### src/rtl/read_arbiter.sv
`default_nettype none
// ============================================================================
// read_arbiter : AR arbitration, slave decode and R-phase sequencing (2M x 2S)
// Revision     : 1.0
// ============================================================================
module read_arbiter #(
  parameter int TIMEOUT = 1024,
  parameter int CNT_W   = 11
) (
  input  logic        ACLK,
  input  logic        ARESETn,
  input  logic        ARVALID_M0,
  input  logic        ARVALID_M1,
  input  logic [31:0] ARADDR_M1,
  input  logic        ARREADY_S0,
  input  logic        ARREADY_S1,
  output logic        ARVALID_S0,
  output logic        ARVALID_S1,
  output logic        ARREADY_M0,
  output logic        ARREADY_M1,
  output logic        ar_sel,
  input  logic        RVALID_S0,
  input  logic        RLAST_S0,
  input  logic        RVALID_S1,
  input  logic        RLAST_S1,
  input  logic        RREADY_M0,
  input  logic        RREADY_M1,
  output logic [2:0]  R_state,
  output logic        rd_timeout
);

  localparam logic [CNT_W-1:0] C_WD_LAST = CNT_W'(TIMEOUT - 1);

  typedef enum logic [1:0] {
    S_IDLE = 2'd0,
    S_ADDR = 2'd1,
    S_DATA = 2'd2
  } state_t;

  state_t           r_state,      w_state_nxt;
  logic [2:0]       r_grant_code, w_grant_code_nxt;
  logic             r_last_m1,    w_last_m1_nxt;
  logic [CNT_W-1:0] r_wd_cnt,     w_wd_cnt_nxt;
  logic             r_rd_timeout, w_rd_timeout_nxt;
  logic [2:0]       r_r_state,    w_r_state_nxt;
  logic             r_ar_sel,     w_ar_sel_nxt;

  logic w_gnt_m1, w_gnt_s1, w_in_addr;
  logic w_arvalid_m, w_arready_s, w_rvalid_s, w_rlast_s, w_rready_m;
  logic w_ar_hs, w_r_hs, w_any_req, w_win_m1;
  logic w_unused_addr;

  // Codes 2/3 both belong to M1; only code 3 targets S1.
  assign w_gnt_m1  = r_grant_code[1];
  assign w_gnt_s1  = (r_grant_code == 3'd3);
  assign w_in_addr = (r_state == S_ADDR);

  assign w_arvalid_m = w_gnt_m1 ? ARVALID_M1 : ARVALID_M0;
  assign w_arready_s = w_gnt_s1 ? ARREADY_S1 : ARREADY_S0;
  assign w_rvalid_s  = w_gnt_s1 ? RVALID_S1  : RVALID_S0;
  assign w_rlast_s   = w_gnt_s1 ? RLAST_S1   : RLAST_S0;
  assign w_rready_m  = w_gnt_m1 ? RREADY_M1  : RREADY_M0;

  assign w_ar_hs = w_arvalid_m & w_arready_s;
  assign w_r_hs  = w_rvalid_s & w_rready_m;

  assign w_any_req = ARVALID_M0 | ARVALID_M1;
  assign w_win_m1  = ARVALID_M1 & (~ARVALID_M0 | ~r_last_m1);

  assign w_unused_addr = ^{ARADDR_M1[31:17], ARADDR_M1[15:0]};

  assign ARVALID_S0 = w_in_addr & ~w_gnt_s1 & w_arvalid_m;
  assign ARVALID_S1 = w_in_addr &  w_gnt_s1 & w_arvalid_m;
  assign ARREADY_M0 = w_in_addr & ~w_gnt_m1 & w_arready_s;
  assign ARREADY_M1 = w_in_addr &  w_gnt_m1 & w_arready_s;

  assign ar_sel     = r_ar_sel;
  assign R_state    = r_r_state;
  assign rd_timeout = r_rd_timeout;

  always_ff @(posedge ACLK) begin
    if (!ARESETn) begin
      r_state      <= S_IDLE;
      r_grant_code <= 3'd0;
      r_last_m1    <= 1'b1;
      r_wd_cnt     <= '0;
      r_rd_timeout <= 1'b0;
      r_r_state    <= 3'd0;
      r_ar_sel     <= 1'b0;
    end else begin
      r_state      <= w_state_nxt;
      r_grant_code <= w_grant_code_nxt;
      r_last_m1    <= w_last_m1_nxt;
      r_wd_cnt     <= w_wd_cnt_nxt;
      r_rd_timeout <= w_rd_timeout_nxt;
      r_r_state    <= w_r_state_nxt;
      r_ar_sel     <= w_ar_sel_nxt;
    end
  end

  always_comb begin
    w_state_nxt      = r_state;
    w_grant_code_nxt = r_grant_code;
    w_last_m1_nxt    = r_last_m1;
    w_wd_cnt_nxt     = r_wd_cnt;
    w_rd_timeout_nxt = 1'b0;
    w_r_state_nxt    = r_r_state;
    w_ar_sel_nxt     = r_ar_sel;

    case (r_state)
      S_IDLE: begin
        if (w_any_req) begin
          if (w_win_m1) begin
            w_grant_code_nxt = ARADDR_M1[16] ? 3'd3 : 3'd2;
          end else begin
            w_grant_code_nxt = 3'd1;
          end
          w_last_m1_nxt = w_win_m1;
          w_ar_sel_nxt  = w_win_m1;
          w_r_state_nxt = w_grant_code_nxt;
          w_state_nxt   = S_ADDR;
        end
      end

      S_ADDR: begin
        if (w_ar_hs) begin
          w_state_nxt  = S_DATA;
          w_wd_cnt_nxt = '0;
        end
      end

      S_DATA: begin
        // A beat on the terminal count still counts as progress.
        if (w_r_hs) begin
          w_wd_cnt_nxt = '0;
          if (w_rlast_s) begin
            w_state_nxt   = S_IDLE;
            w_r_state_nxt = 3'd0;
          end
        end else if (r_wd_cnt == C_WD_LAST) begin
          w_wd_cnt_nxt     = '0;
          w_rd_timeout_nxt = 1'b1;
          w_state_nxt      = S_IDLE;
          w_r_state_nxt    = 3'd0;
        end else begin
          w_wd_cnt_nxt = r_wd_cnt + CNT_W'(1);
        end
      end

      default: begin
        w_state_nxt   = S_IDLE;
        w_r_state_nxt = 3'd0;
      end
    endcase
  end

endmodule
`default_nettype wire

### config.mk
export PLATFORM = sky130hd
export DESIGN_NAME = read_arbiter
export DESIGN_NICKNAME = d
export VERILOG_FILES = /design/src/rtl/read_arbiter.sv
export SDC_FILE = /design/constraint.sdc
export NUM_CORES = 1
export LEC_CHECK = 0
export BUFFER_PORTS_ARGS = -buffer_cell sky130_fd_sc_hd__buf_2
export CAP_MARGIN = 20
export CORE_UTILIZATION = 50
export CTS_CLUSTER_DIAMETER = 120
export CTS_CLUSTER_SIZE = 20
export DETAILED_ROUTE_END_ITERATION = 10
export PLACE_DENSITY = 0.8
export SYNTH_ARGS = -nofsm -noshare
export SYNTH_HDL_FRONTEND = slang
export SYNTH_SLANG_ARGS = --single-unit
### constraint.sdc
create_clock -name ACLK -period 2.9 [get_ports ACLK]
set_clock_uncertainty 0.1 [all_clocks]
set_input_delay 0.725 -clock ACLK [delete_from_list [all_inputs] [get_ports ACLK]]
set_output_delay 0.725 -clock ACLK [all_outputs]
set_load 0.03 [all_outputs]
Yosys cells after proc, flatten, opt, wreduce, memory -nomap -nowiden
Index checks and enable logic that the tools add are counted.
{ "totals": {"reg_bits": 22, "input_bits": 44, "output_inout_bits": 9} }
{ "classes": {"n_addsub": 1, "eq_ne": 8, "n_mux": 23, "bitwise_logic": 20, "n_reduce_logical": 7} }
{ "ops": {"columns": ["op", "n"], "rows": [
  ["$mux 11", 3],
  ["$pmux 11 s2", 1],
  ["$mux 2", 6],
  ["$mux 3", 4],
  ["$add 11x1->11 const B", 1],
  ["$and 1x1->1", 11],
  ["$eq 11x10->1 const B", 1],
  ["$pmux 3 s3", 1],
  ["$reduce_and 4->1", 2],
  ["$mux 1", 7],
  ["$not 1->1", 7],
  ["$ne 3x3->1 const B", 2],
  ["$pmux 2 s3", 1],
  ["$reduce_and 2->1", 2],
  ["$eq 3x2->1 const B", 1],
  ["$reduce_or 3->1", 1],
  ["$eq 2x1->1 const B", 1],
  ["$eq 2x2->1 const B", 1],
  ["$logic_not 2->1", 1],
  ["$ne 2x1->1 const B", 1],
  ["$ne 2x2->1 const B", 1],
  ["$or 1x1->1", 2],
  ["$reduce_bool 2->1", 1]
]} }

Logic depth before layout (Yosys ltp)
{ "depth": {"depth_word": 6, "depth_mapped": 6} }

Least setup slack after synthesis
No wires, ideal clock.
{ "synth_timing": {"kind": "input-to-output", "start": "input port ARVALID_M1", "end": "output port ARVALID_S0", "arrival_time_ps": 1569, "slack_ps": 506, "cell_stages": 3, "path_buffers": 1, "path_cell_list": "clkbuf_1 nand3b_1 a21oi_1"} }
{ "synth_between": {"elab_chain_len": 2} }
{ "synth_lines": {"columns": ["item", "line_no", "text"], "rows": [
  ["start: declaration", "13", "input logic ARVALID_M1,"],
  ["$mux 1", "58", "assign w_arvalid_m = w_gnt_m1 ? ARVALID_M1 : ARVALID_M0;"],
  ["$and 1x1->1", "72", "assign ARVALID_S0 = w_in_addr & ~w_gnt_s1 & w_arvalid_m;"],
  ["end: declaration", "17", "output logic ARVALID_S0,"]
]} }
Every way passes these cells.

Final worst setup path
{ "layout_timing": {"start": "register r_grant_code[0]", "end": "output port ARREADY_M1"} }
{ "layout_between": {"elab_chain_len": 3} }
{ "layout_lines": {"columns": ["item", "line_no", "text"], "rows": [
  ["start: declaration", "41", "logic [2:0] r_grant_code, w_grant_code_nxt;"],
  ["start signal: assignment", "92", "r_grant_code <= w_grant_code_nxt;"],
  ["$eq 3x2->1", "55", "assign w_gnt_s1 = (r_grant_code == 3'd3);"],
  ["$mux 1", "59", "assign w_arready_s = w_gnt_s1 ? ARREADY_S1 : ARREADY_S0;"],
  ["$and 1x1->1", "75", "assign ARREADY_M1 = w_in_addr & w_gnt_m1 & w_arready_s;"],
  ["end: declaration", "20", "output logic ARREADY_M1,"]
]} }
Every way passes these cells.

==> impl_metrics.json <==
{
  "gp_congestion": 0.828,
  "insertedDiodeCount": 0,
  "hold_end": "rd_timeout$_SDFF_PP0_",
  "die_area_mm2": 0.00262,
  "fmax_mhz": 412,
  "ios": 53,
  "layout-drive-gt1-share_pct": 22.3,
  "finalSetupViolCount": 0,
  "max_cap_violations": 0,
  "ir_worst_vdd_mv": 0.240,
  "synth_cells": 144,
  "drtIter0Drc": 41,
  "worst_slack_ns": 0.473,
  "std_cell_rows": 17,
  "syn_area_per_cell_um2": 8.38,
  "hpwlAfterDp_um": 1870,
  "vias": 1163,
  "grt_pass1_vias": 984,
  "drv_slew": 0,
  "cts_tree": "built",
  "die_height_um": 51.1,
  "rsz0062_at_grt": "no",
  "drt_wl_total_um": 2560,
  "cts_resized": 0,
  "clockBufferDepth": 2,
  "reg2reg_setup_slack_ns": 0.80,
  "firstDrtPassIters": 4,
  "synth_largest_area_cell": "dfxtp_1",
  "synth_seq_cells": 19,
  "start_util_pct": 53.6,
  "fin_area_mm2": 0.00129,
  "setup_tns_ns": 0,
  "postPlaceCellArea_mm2": 0.00126,
  "cts-hold-fix-buffers": 0,
  "synth_top_area_share_pct": 31.5,
  "synthTopCellsByCount": "19 x dfxtp_1, 15 x nand3_1, 14 x nand2_1",
  "cts_sinks": 19,
  "post-route-min-period_ns": 2.43,
  "viasPerCell": 6.29,
  "antenna_left": 0,
  "finalHoldViolCount": 0,
  "worst_setup_path_end_kind": "output port",
  "port_buffers": 20,
  "clk_pin_slew_ns": 0.11,
  "cp.required_ns": 2.08,
  "grt_max_degree": 17,
  "clkLatencyLatePin_ns": 0.30,
  "worst_slew_margin_rel_pct": 65.3,
  "reg2reg_to": "R_state[1]$_SDFFE_PN0P_",
  "preCtsSetupSlack_ns": 0.615,
  "grt-ovfl-total": 0,
  "synth_cell_types": 55,
  "synthTopCellsByArea": "dfxtp_1 32%, nand3_1 6.2%, nand2_1 4.4%",
  "synth-main-ff-cell": "dfxtp_1",
  "drcViolationCount": 0,
  "r2r_cells": 5,
  "cts_setup_buffers": 0,
  "track_usage_pct": 21.4,
  "grt_pass1_wl_um": 4200,
  "whs_path_depth": 1,
  "synth_nets": 189,
  "cts_max_level": 1,
  "powerDensity_mw_per_mm2": 453,
  "reg2reg_from": "r_wd_cnt[0]$_SDFFE_PN0P_",
  "yosysMostFrequentCell": "dfxtp_1",
  "clock-root-buffer": "clkbuf_4",
  "start_kind": "flop",
  "critPathArrivalTime_ns": 1.60,
  "ys_seq_area_share_pct": 31.5,
  "areaGrowthSynthToFinish_pct": 6.63,
  "path_class": "flop to output port",
  "cts_buffers": 3,
  "yosys_warnings": 0,
  "total_leakage_power_nw": 0.459,
  "hold_start": "r_wd_cnt[10]$_SDFFE_PN0P_",
  "status": "finished, final reports clean",
  "nFillCells": 212,
  "netlist_area_mm2": 0.00121,
  "hp-class": "flop to flop",
  "crit_fanout": 9,
  "die_w_um": 51.1,
  "fin_crit_sh_pct": 83.7,
  "async_flop_share_pct": 0,
  "finalNetCount": 203,
  "post-route-util_pct": 57.1,
  "coreArea_mm2": 0.00225,
  "tightest_slew_ns": 0.521,
  "wire_per_inst_um": 13.8,
  "antenna_found_initial": 0,
  "whs_ns": 0.360,
  "synth-edff-count": 0
}
==> power breakdown <==
group	total [mW]	switching [mW]	internal [mW]
logic	0.144	0.0858	0.0586
registers	0.302	0.0274	0.275
clock network	0.137	0.0855	0.0514
total	0.584	0.199	0.385
==> cells by family after synthesis <==
family,after synthesis,share of synthesized area [%]
AOI/OAI and AO/OA,35,21.9
xor gates and xnor gates,1,0.726
adders and majority gates,1,1.04
buffers and inverters,12,7.15
DFF,19,31.5
muxes,3,2.90
other,1,0.311
and+or+nand+nor,72,34.5
==> registers in the layout (all words and copies together), names as in the netlist <==
register	cells
r_wd_cnt	11
R_state	2
r_state	2
ar_sel	1
r_grant_code	1
r_last_m1	1
rd_timeout	1
==> routing by layer <==
| layer | track usage [%] | up-vias | part of all wire, % |
|---|---|---|---|
| met5 | 0 | - | 0 |
| met4 | 9.26 | 0 | 1.1 |
| met3 | 3.57 | 4 | 5.2 |
| met2 | 35.1 | 39 | 48 |
| met1 | 27.3 | 546 | 46 |
| li1 | - | 574 | - |
==> cell usage in the layout (no fill, tap or decap), drive strengths merged, types with 3 or more instances in the layout <==
cell type	n
nor2	9
o21ai	3
o211ai	4
a31oi	4
and4	3
nand2b	3
a21oi	7
dfxtp	19
nand3b	6
nand3	15
buf	20
nor2b	3
nor4	3
clkbuf	3
nand2	14
nor3	4
==> stage by stage <==
stage	total power, mW	instances
after floorplan	0.430	144
after detailed placement	0.452	181
after CTS	0.588	185
final	0.584	185
after global placement	0.445	181
after global routing	0.617	185
==> final cells by class <==
cell class	count	area (um^2)	area share, %
Multi-Input combinational cell	113	741	57.5
Sequential cell	19	380	29.5
Timing Repair Buffer	20	100	7.77
Tap cell	28	35.0	2.72
Clock buffer	3	22.5	1.75
Clock inverter	1	5.00	0.389
Inverter	1	3.75	0.292
==> worst max-delay path by stage <==
stage	from	endpoint	slack (ns)	cells after the start
floorplan	ARVALID_M1	ARVALID_S0	0.51	3
global placement	ARREADY_S0	ARREADY_M1	0.64	4
detailed placement	ARREADY_S0	ARREADY_M1	0.61	4
CTS	r_grant_code[0]$_SDFFE_PN0P_	ARREADY_M1	0.49	3
global route	r_grant_code[0]$_SDFFE_PN0P_	ARREADY_M1	0.41	3
finish	r_grant_code[0]$_SDFFE_PN0P_	ARREADY_M1	0.47	3
==> critical path: stages, from the launching register on <==
cell and delay [ns]:
dfxtp_1 0.55, mux2_2 0.39, and3_1 0.18, buf_2 0.17
Power figures use the tool's default switching activity.
